==> src/rtl/rot_serializer.sv <==
// rot_serializer: buffers words from the rotate stage in a 2-entry FIFO and
// shifts each one out LSB first on an idle-high, framed serial line with
// DIV clock cycles per bit and GAP idle bit periods after each word.
// Optional feature: define ROT_SER_PARITY_EN to append one even-parity bit
// after the MSB of every frame.
module rot_serializer #(
  parameter int WIDTH = 8,
  parameter int DIV   = 4,
  parameter int GAP   = 1
) (
  input  logic             clk,
  input  logic             clear,
  input  logic [WIDTH-1:0] in_data,
  input  logic             in_valid,
  output logic             in_ready,
  output logic             ser_out,
  output logic             ser_frame,
  output logic             ser_tick,
  output logic             busy,
  output logic             ovf
);

`ifdef ROT_SER_PARITY_EN
  localparam int NBITS = WIDTH + 1;
`else
  localparam int NBITS = WIDTH;
`endif
  localparam int BIT_W   = $clog2(NBITS + 1);
  localparam int DIV_W   = (DIV > 1) ? $clog2(DIV) : 1;
  localparam int GAP_CYC = GAP * DIV;
  localparam int GAP_W   = (GAP_CYC > 1) ? $clog2(GAP_CYC) : 1;

  localparam logic [BIT_W-1:0] BIT_LAST = BIT_W'(NBITS - 1);
  localparam logic [DIV_W-1:0] DIV_LAST = DIV_W'(DIV - 1);
  localparam logic [GAP_W-1:0] GAP_LAST = GAP_W'((GAP_CYC > 0) ? GAP_CYC - 1 : 0);

  typedef enum logic [1:0] {IDLE, SHIFT, GAPW} state_t;

  state_t state, state_n;

  // FIFO storage and bookkeeping
  logic [WIDTH-1:0] mem [2];
  logic             wr_ptr, rd_ptr;
  logic [1:0]       count, count_n;
  logic             push, pop;
  logic [NBITS-1:0] load_word;

  // Serializer datapath
  logic [NBITS-1:0] sh, sh_n;
  logic [BIT_W-1:0] bit_cnt, bit_n;
  logic [DIV_W-1:0] div_cnt, div_n;
  logic [GAP_W-1:0] gap_cnt, gap_n;
  logic             out_n, frame_n, tick_n, busy_n, ovf_n;

  // Ready depends only on the registered count, so a pop in the same cycle
  // never opens a full buffer and there is no in_valid->in_ready path.
  assign in_ready = (count < 2'd2);
  assign push     = in_valid & in_ready;

`ifdef ROT_SER_PARITY_EN
  assign load_word = {^mem[rd_ptr], mem[rd_ptr]};
`else
  assign load_word = mem[rd_ptr];
`endif

  // Occupancy update: simultaneous push and pop leave the count unchanged
  always_comb begin
    case ({push, pop})
      2'b10:   count_n = count + 2'd1;
      2'b01:   count_n = count - 2'd1;
      default: count_n = count;
    endcase
  end

  // FIFO pointers and count
  always_ff @(posedge clk or negedge clear) begin
    if (!clear) begin
      wr_ptr <= 1'b0;
      rd_ptr <= 1'b0;
      count  <= 2'd0;
    end else begin
      // NOTE: sequential state uses non-blocking assignments so every register
      // samples pre-edge values; blocking here would create order-dependent races.
      if (push) wr_ptr <= ~wr_ptr;
      if (pop)  rd_ptr <= ~rd_ptr;
      count <= count_n;
    end
  end

  // FIFO payload write
  // NOTE: the storage array is deliberately not reset; the pointers and count
  // decide validity, and leaving data unreset keeps it plain RAM-style flops.
  always_ff @(posedge clk) begin
    if (push) mem[wr_ptr] <= in_data;
  end

  // Next-state and next-output decode for the serializer FSM
  always_comb begin
    // NOTE: every signal gets a default first so no path leaves it unassigned,
    // which would otherwise infer a latch.
    state_n = state;
    sh_n    = sh;
    bit_n   = bit_cnt;
    div_n   = div_cnt;
    gap_n   = gap_cnt;
    out_n   = ser_out;
    frame_n = ser_frame;
    tick_n  = 1'b0;
    pop     = 1'b0;
    case (state)
      IDLE: begin
        out_n   = 1'b1;
        frame_n = 1'b0;
        if (count != 2'd0) begin
          pop     = 1'b1;
          sh_n    = load_word;
          bit_n   = '0;
          div_n   = '0;
          out_n   = load_word[0];
          frame_n = 1'b1;
          tick_n  = 1'b1;
          state_n = SHIFT;
        end
      end
      SHIFT: begin
        if (div_cnt == DIV_LAST) begin
          div_n = '0;
          if (bit_cnt == BIT_LAST) begin
            out_n   = 1'b1;
            frame_n = 1'b0;
            gap_n   = '0;
            state_n = (GAP == 0) ? IDLE : GAPW;
          end else begin
            // Rotate rather than shift; only bit 0 is ever driven out.
            sh_n   = {sh[0], sh[NBITS-1:1]};
            bit_n  = bit_cnt + 1'b1;
            out_n  = sh[1];
            tick_n = 1'b1;
          end
        end else begin
          div_n = div_cnt + 1'b1;
        end
      end
      GAPW: begin
        out_n   = 1'b1;
        frame_n = 1'b0;
        if (gap_cnt == GAP_LAST) state_n = IDLE;
        else                     gap_n   = gap_cnt + 1'b1;
      end
      default: state_n = IDLE;
    endcase
    busy_n = (state_n != IDLE) || (count_n != 2'd0);
    ovf_n  = ovf | (in_valid & ~in_ready);
  end

  // FSM state register
  always_ff @(posedge clk or negedge clear) begin
    if (!clear) state <= IDLE;
    else        state <= state_n;
  end

  // Datapath and registered outputs
  always_ff @(posedge clk or negedge clear) begin
    if (!clear) begin
      sh        <= '0;
      bit_cnt   <= '0;
      div_cnt   <= '0;
      gap_cnt   <= '0;
      ser_out   <= 1'b1;
      ser_frame <= 1'b0;
      ser_tick  <= 1'b0;
      busy      <= 1'b0;
      ovf       <= 1'b0;
    end else begin
      sh        <= sh_n;
      bit_cnt   <= bit_n;
      div_cnt   <= div_n;
      gap_cnt   <= gap_n;
      ser_out   <= out_n;
      ser_frame <= frame_n;
      ser_tick  <= tick_n;
      busy      <= busy_n;
      ovf       <= ovf_n;
    end
  end

endmodule

==> config.mk <==
export PLATFORM = sky130hd
export DESIGN_NAME = rot_serializer
export DESIGN_NICKNAME = d
export VERILOG_FILES = /design/src/rtl/rot_serializer.sv
export SDC_FILE = /design/constraint.sdc
export NUM_CORES = 1
export LEC_CHECK = 0
export ABC_AREA = 1
export ABC_CLOCK_PERIOD_IN_PS = 1500
export BUFFER_PORTS_ARGS = -buffer_cell sky130_fd_sc_hd__buf_2
export CAP_MARGIN = 0
export CORE_ASPECT_RATIO = 0.6
export CORE_MARGIN = 2
export CORE_UTILIZATION = 40
export DETAILED_ROUTE_END_ITERATION = 10
export HOLD_SLACK_MARGIN = 0.06
export SETUP_SLACK_MARGIN = 0.4
export SYNTH_ARGS = -nofsm -noshare
export SYNTH_HDL_FRONTEND = slang
export SYNTH_SLANG_ARGS = --single-unit
==> constraint.sdc <==
create_clock -name clk -period 1.5 [get_ports clk]
set_clock_uncertainty 0.05 [all_clocks]
set_input_delay 0 -clock clk [delete_from_list [all_inputs] [get_ports clk]]
set_output_delay 0 -clock clk [all_outputs]
set_load 0.01 [all_outputs]
==> impl_metrics.yaml <==
worst_setup_path:
  ff2ff_path_depth: 11
  worstPathBufferInverterCount: 3
  crit_path_frequent_cell: "sky130_fd_sc_hd__inv_2"
  required_ps: 1620
  critPathSlowestCell: "sky130_fd_sc_hd__dfrtp_2"
  largest_incremental_delay_on_the_critical_path_ps: 440
  ff2ff_setup_slack_ps: -50
  worstPathMaxFanout: 4
  reg2reg_to: "busy$_DFF_PN0_"
  critical_path.startpoint_type: "register"
  worstPathCellList: "inv_2 > ha_4 > nand2_4 > inv_2 > ha_4 > inv_2 > nand3_2 > nand2_1 > nand2_1 > nor2_1 > nand3_1"
  timing.critical_path.to_type: "register"
  arrival_ps: 1680
  timing_worst_setup_path_type: "register to register"
  rr_startpoint: "state[0]$_DFF_PN0_"
  cpLargestDelayFamily: "flip-flops"
sta:
  post-route-min-period_ps: 1553
  rsz0062_at_grt: "yes"
  timing.final.crit_share: 1.035
  finalMaxSlewViolations: 0
  setup_slack_ps: -53.10
  tightestPinTransition_ps: 622.1
  final-setup-viol-count: 13
  hold_viol_final: 0
  slew_headroom: 0.5853
  max_freq_ghz: 0.6439
  fin_worst_hold_slack_ps: 118.7
hold_path:
  min_to: "count[0]$_DFF_PN0_"
  whs_path_depth: 4
  hp-start: "in_valid"
  worst_hold_path_type: "input pin to register"
synthesis:
  synth-compound-area-share: 0.06149
  synth.cells.most_frequent: "sky130_fd_sc_hd__nand2_1 (74), sky130_fd_sc_hd__dfrtp_1 (26), sky130_fd_sc_hd__nor2_1 (17), sky130_fd_sc_hd__edfxtp_1 (16), sky130_fd_sc_hd__inv_1 (16)"
  synthesis.area_mm2: 0.002014
  synth_area_leaders: "sky130_fd_sc_hd__dfrtp_1 (32%), sky130_fd_sc_hd__edfxtp_1 (24%), sky130_fd_sc_hd__nand2_1 (14%), sky130_fd_sc_hd__ha_1 (5.0%), sky130_fd_sc_hd__nor2_1 (3.2%)"
  synth_ff_type: "sky130_fd_sc_hd__dfrtp_1"
  syn_avg_cell_area_um2: 9.413
  synthAdderAreaFrac: 0.04969
  netlist.top_cell.by_area: "sky130_fd_sc_hd__dfrtp_1"
  count_of_flip_flops_with_a_built_in_enable_after_synthesis: 16
  synth_simple_gate_area_share: 0.2329
  synth.lib_cells_used.distinct: 26
  yosys-mux-area-fraction: 0
  yosys_warnings: 0
  post_synth_inst_count: 214
  synth_top_family_by_area: "simple AND/OR/NAND/NOR gates"
  ys_seq_area_frac: 0.5745
  postSynthRegisterBits: 43
  synth.net_count: 233
  synth_top_cell_area_share: 0.3230
  synth-xor-area-share: 0.01739
  yosysMostFrequentCell: "sky130_fd_sc_hd__nand2_1"
  postSynth.asyncResetShare: 0.6279
final_layout:
  layout_fillers: 388
  num_antenna_cells: 0
  final_nets: 289
  multiInputGateArea_um2: 893.4
  instances_no_fill: 334
  layout-drive-gt1-share: 0.3616
  area_delta_synth_final_pct: 37.70
  seqCellArea_mm2: 0.001159
  final_core_util: 0.5893
run:
  cap_violations: 0
power_and_ir_drop:
  clock_power_share: 0.153
  comb_power_share: 0.527
  power_switching_mw: 2.261
  report.power.total_mw: 5.840
  sw_frac_of_total: 0.3871
  worst_ir_drop_vdd_v: 0.001528
  power.leakage_nw: 1.270
  internal-power_mw: 3.579
  sequentialPowerShare: 0.320
  powerDensity_mw_per_mm2: 2105
clocking:
  clock_path_buffers: 2
  cts_made_buffers: 5
  cts-htree-levels: 2
  clock_tree_from_tritoncts: "built"
  path_clk_slew_ps: 80
  cts_root_buffer: "sky130_fd_sc_hd__clkbuf_8"
  worst_skew_pair.late_latency_ps: 290
  cts.sink_count: 43
floorplanning:
  die-area_mm2: 0.005638
  top_level_ports: 17
  core_mm2: 0.004707
  die_height_um: 58.97
  row_count: 19
  initial_core_util: 0.4280
  die_x_um: 95.62
route:
  dr_total_vias: 1529
  detailed_router_iteration_count_before_antenna_repair: 4
  detail_route.vias_per_cell: 4.578
  wl_um: 4106
  postRouteAntennaNets: 0
  drc_errors: 0
  wire_per_inst_um: 12.29
  drt-initial-drc-count: 96
global_route:
  grt_first_pass_wirelength_um: 6962
  antenna_found_initial: 0
  grt_remaining_overflow: 0
  grt_max_degree: 28
  grt_pass1_vias: 1435
  grt.total_usage: 0.1671
run_status:
  run_status: "complete, but fails checks"
  failed_checks: "negative setup slack"
place:
  detailed_place_hpwl_um: 2669
  numPlacedInstances: 300
  pre_cts_ws_ps: -44.93
  gpl.final_weighted_congestion: 0.7688
  buffer_ports.inserted: 16
==> how the worst max path moves through the flow <==
stage	startpoint	to	slack (ps)	cells past startpoint
after detailed placement	state[0]$_DFF_PN0_	busy$_DFF_PN0_	-40	12
after floorplan	state[1]$_DFF_PN0_	sh[0]$_DFFE_PN0P_	-3	10
after global routing	state[0]$_DFF_PN0_	busy$_DFF_PN0_	-150	11
after global placement	state[0]$_DFF_PN0_	busy$_DFF_PN0_	-4	12
final	state[0]$_DFF_PN0_	busy$_DFF_PN0_	-50	11
after CTS	state[0]$_DFF_PN0_	busy$_DFF_PN0_	-30	11
==> final cells by class <==
cell class	count	area share
Sequential cell	43	0.4177
Multi-Input combinational cell	145	0.3221
Timing Repair Buffer	55	0.1624
Inverter	20	0.02977
Tap cell	63	0.02842
Clock buffer	6	0.02616
Clock inverter	2	0.01353
==> layer usage <==
layer	wire, um	vias up	global-route usage
met5	0	-	0
met4	38	0	0.05510
met3	113	4	0.04198
met2	1676	17	0.2278
met1	2277	708	0.2592
li1	-	800	-
==> state kept, by name, summed over array words and instances, names as in the netlist, 2 cells and up <==
name	count
state	2
div_cnt	2
mem	16
sh	8
count	2
bit_cnt	4
gap_cnt	2
==> per-stage QoR <==
step | area (um^2) | setup TNS [ps]
global route | 2774 | -1527
global placement | 2295 | -4.476
floorplan | 2106 | -4.623
detailed placement | 2295 | -70.29
CTS | 2668 | -41.90
finish | 2774 | -225.5
==> worst reg2reg max path: cells and delay by family, from the launching register on <==
family	cells	cell delay (ps)
adder cells (fa/ha/maj)	2	350
buffers and inverters	3	200
flip-flops	1	440
AND/OR/NAND/NOR	6	400
==> cell families (layout without fill, tap and decap cells) <==
group / after synthesis / count (layout)
and+or+nand+nor: 111 / 111
DFF: 43 / 43
buffers and inverters: 26 / 83
AOI/OAI and AO/OA: 22 / 22
adders and majority gates: 8 / 8
xor gates and xnor gates: 4 / 4
==> layout by cell type (no fill, tap or decap), types with 3 or more instances in the layout <==
| cell type | count |
|---|---|
| sky130_fd_sc_hd__xor2_1 | 3 |
| sky130_fd_sc_hd__ha_4 | 5 |
| sky130_fd_sc_hd__buf_4 | 19 |
| sky130_fd_sc_hd__inv_2 | 11 |
| sky130_fd_sc_hd__edfxtp_1 | 16 |
| sky130_fd_sc_hd__buf_2 | 15 |
| sky130_fd_sc_hd__nor2_1 | 14 |
| sky130_fd_sc_hd__nand2_4 | 4 |
| sky130_fd_sc_hd__clkbuf_8 | 5 |
| sky130_fd_sc_hd__nand3_1 | 5 |
| sky130_fd_sc_hd__o21ai_1 | 6 |
| sky130_fd_sc_hd__a31oi_1 | 7 |
| sky130_fd_sc_hd__dfrtp_1 | 25 |
| sky130_fd_sc_hd__buf_6 | 10 |
| sky130_fd_sc_hd__nor2_4 | 4 |
| sky130_fd_sc_hd__nand4_1 | 4 |
| sky130_fd_sc_hd__inv_1 | 7 |
| sky130_fd_sc_hd__nand2_2 | 8 |
| sky130_fd_sc_hd__nand2_1 | 64 |
| sky130_fd_sc_hd__dlygate4sd3_1 | 10 |
==> power groups by stage <==
stage               Sequential (mW)  Combinational, mW  Clock [mW]
global placement               1.88               2.37           0
global route                   1.91               3.44       0.977
CTS                            1.87               2.78       0.918
finish                         1.87               3.08       0.893
detailed placement             1.88               2.38           0
floorplan                      1.86               1.85           0
==> repair_timing <==
item                       4_1_cts  5_1_grt
setup endpoints to repair       41       43
buffers inserted                11        5
hold endpoints to repair        43        1
gates resized for setup         22       21
hold buffers                     9        1
pin swaps                       10       11
cloned                           0        0
Power figures use the tool's default switching activity.
